<file path="src/rtl/pipe_stage_skid.sv">
// Elastic pipeline stage: valid/ready handshake with a 2-entry skid buffer,
// mispredict flush, bubble-safe control zeroing and saturating perf counters.
//
// state     | meaning
// ----------+-------------------------------------------------
// ST_EMPTY  | no entry held, out_valid=0, in_ready=1
// ST_ONE    | head entry in main register, in_ready=1
// ST_TWO    | main and skid both full, in_ready=0
module pipe_stage_skid #(
  parameter int DATA_W = 96,
  parameter int CTRL_W = 16,
  parameter int CNT_W  = 16
) (
  input  logic              clk,
  input  logic              rst,
  input  logic              flush,
  input  logic              in_valid,
  output logic              in_ready,
  input  logic [DATA_W-1:0] in_data,
  input  logic [CTRL_W-1:0] in_ctrl,
  output logic              out_valid,
  input  logic              out_ready,
  output logic [DATA_W-1:0] out_data,
  output logic [CTRL_W-1:0] out_ctrl,
  output logic [1:0]        occupancy,
  output logic [CNT_W-1:0]  stall_cnt,
  output logic [CNT_W-1:0]  bubble_cnt,
  output logic [CNT_W-1:0]  flush_cnt
);

  localparam logic [1:0] ST_EMPTY = 2'd0;
  localparam logic [1:0] ST_ONE   = 2'd1;
  localparam logic [1:0] ST_TWO   = 2'd2;

  logic [1:0]        state, state_nx;
  logic [DATA_W-1:0] main_data, main_data_nx, skid_data, skid_data_nx;
  logic [CTRL_W-1:0] main_ctrl, main_ctrl_nx, skid_ctrl, skid_ctrl_nx;
  logic              acc, deq;

  assign acc = in_valid & in_ready;
  assign deq = out_valid & out_ready;

  always_comb begin
    state_nx     = state;
    main_data_nx = main_data;
    main_ctrl_nx = main_ctrl;
    skid_data_nx = skid_data;
    skid_ctrl_nx = skid_ctrl;
    case (state)
      ST_EMPTY: begin
        if (acc) begin
          state_nx     = ST_ONE;
          main_data_nx = in_data;
          main_ctrl_nx = in_ctrl;
        end
      end
      ST_ONE: begin
        if (acc && deq) begin
          main_data_nx = in_data;
          main_ctrl_nx = in_ctrl;
        end else if (acc) begin
          state_nx     = ST_TWO;
          skid_data_nx = in_data;
          skid_ctrl_nx = in_ctrl;
        end else if (deq) begin
          // Control is zeroed on drain so a bubble never carries stale enables.
          state_nx     = ST_EMPTY;
          main_ctrl_nx = '0;
        end
      end
      ST_TWO: begin
        if (deq) begin
          state_nx     = ST_ONE;
          main_data_nx = skid_data;
          main_ctrl_nx = skid_ctrl;
          skid_data_nx = '0;
          skid_ctrl_nx = '0;
        end
      end
      default: begin
        state_nx     = ST_EMPTY;
        main_ctrl_nx = '0;
      end
    endcase
    if (flush) begin
      state_nx     = ST_EMPTY;
      main_data_nx = '0;
      main_ctrl_nx = '0;
      skid_data_nx = '0;
      skid_ctrl_nx = '0;
    end
  end

  always_ff @(posedge clk) begin
    if (!rst) begin
      state     <= ST_EMPTY;
      main_data <= '0;
      main_ctrl <= '0;
      skid_data <= '0;
      skid_ctrl <= '0;
      out_valid <= 1'b0;
      in_ready  <= 1'b1;
    end else begin
      state     <= state_nx;
      main_data <= main_data_nx;
      main_ctrl <= main_ctrl_nx;
      skid_data <= skid_data_nx;
      skid_ctrl <= skid_ctrl_nx;
      out_valid <= (state_nx != ST_EMPTY);
      in_ready  <= (state_nx != ST_TWO);
    end
  end

  assign out_data  = main_data;
  assign out_ctrl  = main_ctrl;
  assign occupancy = state;

  // Counters saturate at all-ones instead of wrapping.
  always_ff @(posedge clk) begin
    if (!rst) begin
      stall_cnt  <= '0;
      bubble_cnt <= '0;
      flush_cnt  <= '0;
    end else begin
      if (out_valid && !out_ready && (stall_cnt != '1))
        stall_cnt <= stall_cnt + 1'b1;
      if (!out_valid && out_ready && (bubble_cnt != '1))
        bubble_cnt <= bubble_cnt + 1'b1;
      if (flush && (flush_cnt != '1))
        flush_cnt <= flush_cnt + 1'b1;
    end
  end

endmodule

</file>
<file path="config.mk">
export PLATFORM = sky130hd
export DESIGN_NAME = pipe_stage_skid
export DESIGN_NICKNAME = d
export VERILOG_FILES = /design/src/rtl/pipe_stage_skid.sv
export SDC_FILE = /design/constraint.sdc
export NUM_CORES = 1
export LEC_CHECK = 0
export CORE_UTILIZATION = 40
export CTS_CLUSTER_SIZE = 20
export DETAILED_ROUTE_END_ITERATION = 8
export HOLD_SLACK_MARGIN = 0.08
export PLACE_DENSITY = 0.66
export SETUP_SLACK_MARGIN = 0.2
export SYNTH_ARGS = -nofsm -noshare
export SYNTH_HDL_FRONTEND = slang
export SYNTH_SLANG_ARGS = --single-unit
</file>
<file path="constraint.sdc">
create_clock -name clk -period 1.9 [get_ports clk]
set_input_delay 0.38 -clock clk [delete_from_list [all_inputs] [get_ports clk]]
set_output_delay 0.38 -clock clk [all_outputs]
set_load 0.01 [all_outputs]
</file>
After elaboration in Yosys (flattened, before gate mapping)
Cells that the tools add are included.
W data, S select, Z words.
Operators by class
  add/sub/neg operators: 3
  eq/ne operators: 13
  multiplexer cells: 22
  bitwise operators: 3
  reductions and logical operators: 16
Operators by type and width (number)
  $mux W96: 5
  $pmux W96 S3: 1
  $pmux W96 S2: 1
  $mux W16: 6
  $add A16 B1 Y16 const B: 3
  $ne A16 B16 Y1 const B: 3
  $pmux W16 S3: 1
  $pmux W16 S2: 1
  $mux W2: 6
  $ne A2 B2 Y1 const B: 6
  $reduce_and A4 Y1: 3
  $logic_and A1 B1 Y1: 6
  $ne A3 B3 Y1 const B: 2
  $pmux W2 S3: 1
  $reduce_bool A2 Y1: 2
  $reduce_bool A3 Y1: 1
  $and A1 B1 Y1: 2
  $eq A2 B1 Y1 const B: 1
  $eq A2 B2 Y1 const B: 1
  $logic_not A1 Y1: 2
  $logic_not A2 Y1: 1
  $reduce_or A2 Y1: 1
  $not A1 Y1: 1
Word-level totals
  bits in registers: 276
  bits of input ports: 117
  word-level logic and storage cells: 67

Longest topological paths before layout
  word-level depth: 7
  gate-level depth with buffers: 7

Least setup slack after synthesis
Ideal clock, no wire load.
  path type: register to register
  from: register bubble_cnt[0]
  to: register bubble_cnt[8]
  data arrival time: 1629 ps
  required time: 1830 ps
  slack: 200 ps
  cell stages (with the launch flop): 6
  path buffers: 0
  clock period less this slack: 1700 ps
  path through: dfxtp_1 > ha_1 > nand4_1 > or3_1 > or3_1 > a21oi_1
Between the ends
  cells in the longest elaborated chain, start to end: 2
  elaborated cells between the ends (all ways): 3
  classes of those cells: 1 x add/sub; 1 x eq/ne; 1 x reduce/logical
Ends and longest elaborated chain
  start, declared: line 27  | output logic [CNT_W-1:0] bubble_cnt,
  start signal, assigned: line 128  | bubble_cnt <= bubble_cnt + 1'b1;
  parallel branches: the longest is 2 deep, another holds $add A16 B1 Y16
Parallel ways; which one is timed is not known.
A chain may end at the register's enable or synchronous reset.

Final worst setup path
  from: register out_valid
  to: register bubble_cnt[6]
Between the ends
  cells in the longest elaborated chain, start to end: 3
Ends and longest elaborated chain
  start, declared: line 21  | output logic out_valid,
  start signal, assigned: line 109  | out_valid <= (state_nx != ST_EMPTY);
  $logic_not A1 Y1: line 127  | if (!out_valid && out_ready && (bubble_cnt != '1))
  $logic_and A1 B1 Y1 (2 in a row): line 127
Every way passes these cells.

==> results by group <==
Layout
  • Final Core Density: 0.636
  • Proportion of layout cells with a drive suffix above 1: 0.270
  • Final Cell Area: 18400 um^2
  • NumNets Final: 1819
  • Layout area overhead: 55.0%

Floorplanning
  • IO Pins: 281
  • Site Rows: 62
  • Core box area: 28900 um^2
  • Die span in x: 174 um
  • Die ar.: 30400 um^2
  • Starting Density: 0.411
  • Die height: 174 um

Power and ir drop
  • Pwr dens: 790 nW/um^2
  • VDD IR max: 0.000657 V
  • Total power draw: 14.5 mW
  • Leak Pwr: 7.42 nW

STA
  • Final setup violation count: 0
  • Fin. max-slew vios: 0
  • Worst slew pin tran: 443 ps
  • Slew headroom: 0.705
  • Fin worst setup slack: 89.3 ps
  • RSZ-0062 raised after global routing: yes
  • Fin crit share: 0.953
  • Final Skew: 7.01 ps
  • Fmax: 0.552 GHz
  • Final Hold Fails: 0
  • Crit path time final: 1810 ps

Drt
  • Vias: 11600
  • Drt pass-1 iters: 5
  • Wirelength per Cell: 17.9 um
  • Total Wirelength: 37800 um
  • Drc violations: 0
  • Starting DRT DRC Count: 650
  • Via density per instance: 5.52
  • Routed Antenna Nets: 0

Global route
  • Largest net degree at the start of global routing: 78
  • First-pass GRT wire length: 59200 um
  • Vias in the first global route: 11300
  • Tot GR Track Use: 0.237
  • Congestion Overflow GR: 0
  • Antenna violations before repair: 1

Synth
  • Post-synthesis async set-or-reset flop share: 0
  • Post-Syn Area: 11900 um^2
  • Syn_nets: 1422
  • Syn. warnings: 0
  • Post-Syn Instances: 1302
  • Sequential fraction of the synthesis area: 0.465
  • Synth Flop Type: dfxtp_1
  • Yosys reg bits: 276
  • Mean Syn Cell Area: 9.13 um^2
  • Post-synth EDFFs: 0
  • Count of cell types in the netlist: 65

Setup path
  • Worst setup EP type: register
  • Type of the worst setup path: register to register
  • Critical-path maximum fanout: 5
  • Buf+Inv Stages, Crit Path: 5
  • Setup crit start kind: register
  • CP peak stage delay: 350 ps
  • CP max stage cell: dfxtp_4
  • Top delay family on crit path: buffers and inverters
  • CP required: 2340 ps
  • Worst-path cell chain: buf_6 > buf_4 > and2b_2 > buf_12 > nand4_4 > buf_6 > buf_4 > o31a_1
  • Crit path DAT: 2250 ps

Clock network
  • TritonCTS Buffers: 31
  • Clk pin slew, worst setup/hold paths: 60 ps
  • CTS tree: built
  • Root Buffer: clkbuf_16
  • Clk buf depth: 3
  • Clk_lat worst skew: 560 ps
  • H-Tree Depth: 1
  • CTS Hold Buffers Added: 0
  • Clock sink total: 276

Place
  • Dpl ws: -429 ps
  • Placed wire-length estimate: 22500 um
  • RePlAce Congestion: 0.818
  • Area post-placement: 15700 um^2
  • Port Buf Inserts: 280

Run status
  • Status: finished, final reports clean

Worst hold path
  • Hold Crit Class: input pin to register

Flow run
  • Max-cap violations: 0
## worst min-delay path, stage by stage
cell and delay [ps]:
clkdlybuf4s50_1 420, nand2_1 70, a311oi_1 80
## metal layers
metal | part of all wire | GRT usage
met1 | 0.42 | 0.293
met2 | 0.49 | 0.405
met3 | 0.058 | 0.0448
met4 | 0.040 | 0.0932
met5 | 0 | 0
## timing repair
action                     CTS  global route
gates resized for setup    290            97
gates cloned                16             3
buffers inserted            63            15
setup endpoints to repair  399           251
pin swaps                   49            61
## power by group
part           internal (mW)  switching, mW
clock network           3.64           2.44
registers               5.95          0.117
logic                   1.30           1.08
total                   10.9           3.64
## layout make-up
class	instances	area [um^2]
Tap cell	384	480
Sequential cell	276	5580
Inverter	8	30.0
Timing Repair Buffer	474	5100
Clock inverter	10	121
Multi-Input combinational cell	908	6180
Fill cell	2412	10500
Clock buffer	45	928
Antenna cell	1	2.50
## synthesized netlist by cell type (11+ instances only)
cell type,n,share of area
clkbuf_1,50,0.016
a22oi_1,112,0.071
or3_1,13,0.0068
o21ai_0,33,0.014
nand2_1,222,0.070
buf_6,12,0.011
buf_4,11,0.0070
nand2b_1,11,0.0058
or4_1,12,0.0076
dfxtp_1,276,0.47
a311oi_2,90,0.11
nand4_1,16,0.0084
o31ai_1,13,0.0082
buf_2,35,0.015
nor2_1,234,0.074
a21oi_1,30,0.013
nand3_1,15,0.0063
a221oi_1,16,0.012
## placed cells by master (no fill, tap or decap), types with 8 or more instances in the layout
cell type and count:
dfxtp_1 246, nand2_1 220, nor2_1 190, dlygate4sd2_1 152
clkdlybuf4s50_1 115, a22oi_1 112, buf_4 101, a311oi_2 90
buf_12 37, clkbuf_16 34, o21ai_0 31, nor2_2 27
dfxtp_2 25, buf_6 25, a21oi_1 24, buf_16 19
nor2_4 17, a221oi_1 16, nand4_1 16, nand3_1 13
or3_1 12, clkbuf_8 10, nand2b_1 9, o31ai_1 9
buf_8 9, mux2i_1 8, or4_1 8, nor3_1 8
## logic make-up after synthesis
family,share of synthesized area
simple gates,0.213
compound gates,0.257
flops,0.465
buf+inv,0.0521
mux,0.00674
xor+xnor,0.00295
fa+ha+maj,0.00316
## path summary, 6_finish.rpt
| check | slack (ps) | start | cells after the start | end |
|---|---|---|---|---|
| worst max-delay path | 90 | out_valid$_SDFF_PN0_ | 8 | bubble_cnt[6]$_SDFFE_PN0P_ |
| worst min-delay path | 440 | in_data[5] | 3 | out_data[5]$_SDFFE_PP0P_ |
| worst max register to register | 90 | out_valid$_SDFF_PN0_ | 8 | bubble_cnt[6]$_SDFFE_PN0P_ |
| worst min register to register | 480 | skid_data[2]$_SDFFE_PP0P_ | 2 | out_data[2]$_SDFFE_PP0P_ |
## per-stage QoR
stage,TNS [ps],hold WS [ps],std cells
after floorplan,0,455,1302
after global placement,-82480,460,1953
after detailed placement,-84450,468,1953
after CTS,0,406,2087
after global routing,0,446,2106
final,0,438,2106
## state kept, by name, summed over array words and instances (netlist names)
name,count
bubble_cnt,16
flush_cnt,16
in_ready,1
occupancy,2
out_ctrl,16
out_data,96
out_valid,1
skid_ctrl,16
skid_data,96
stall_cnt,16
(Power assumes the default switching activity.)
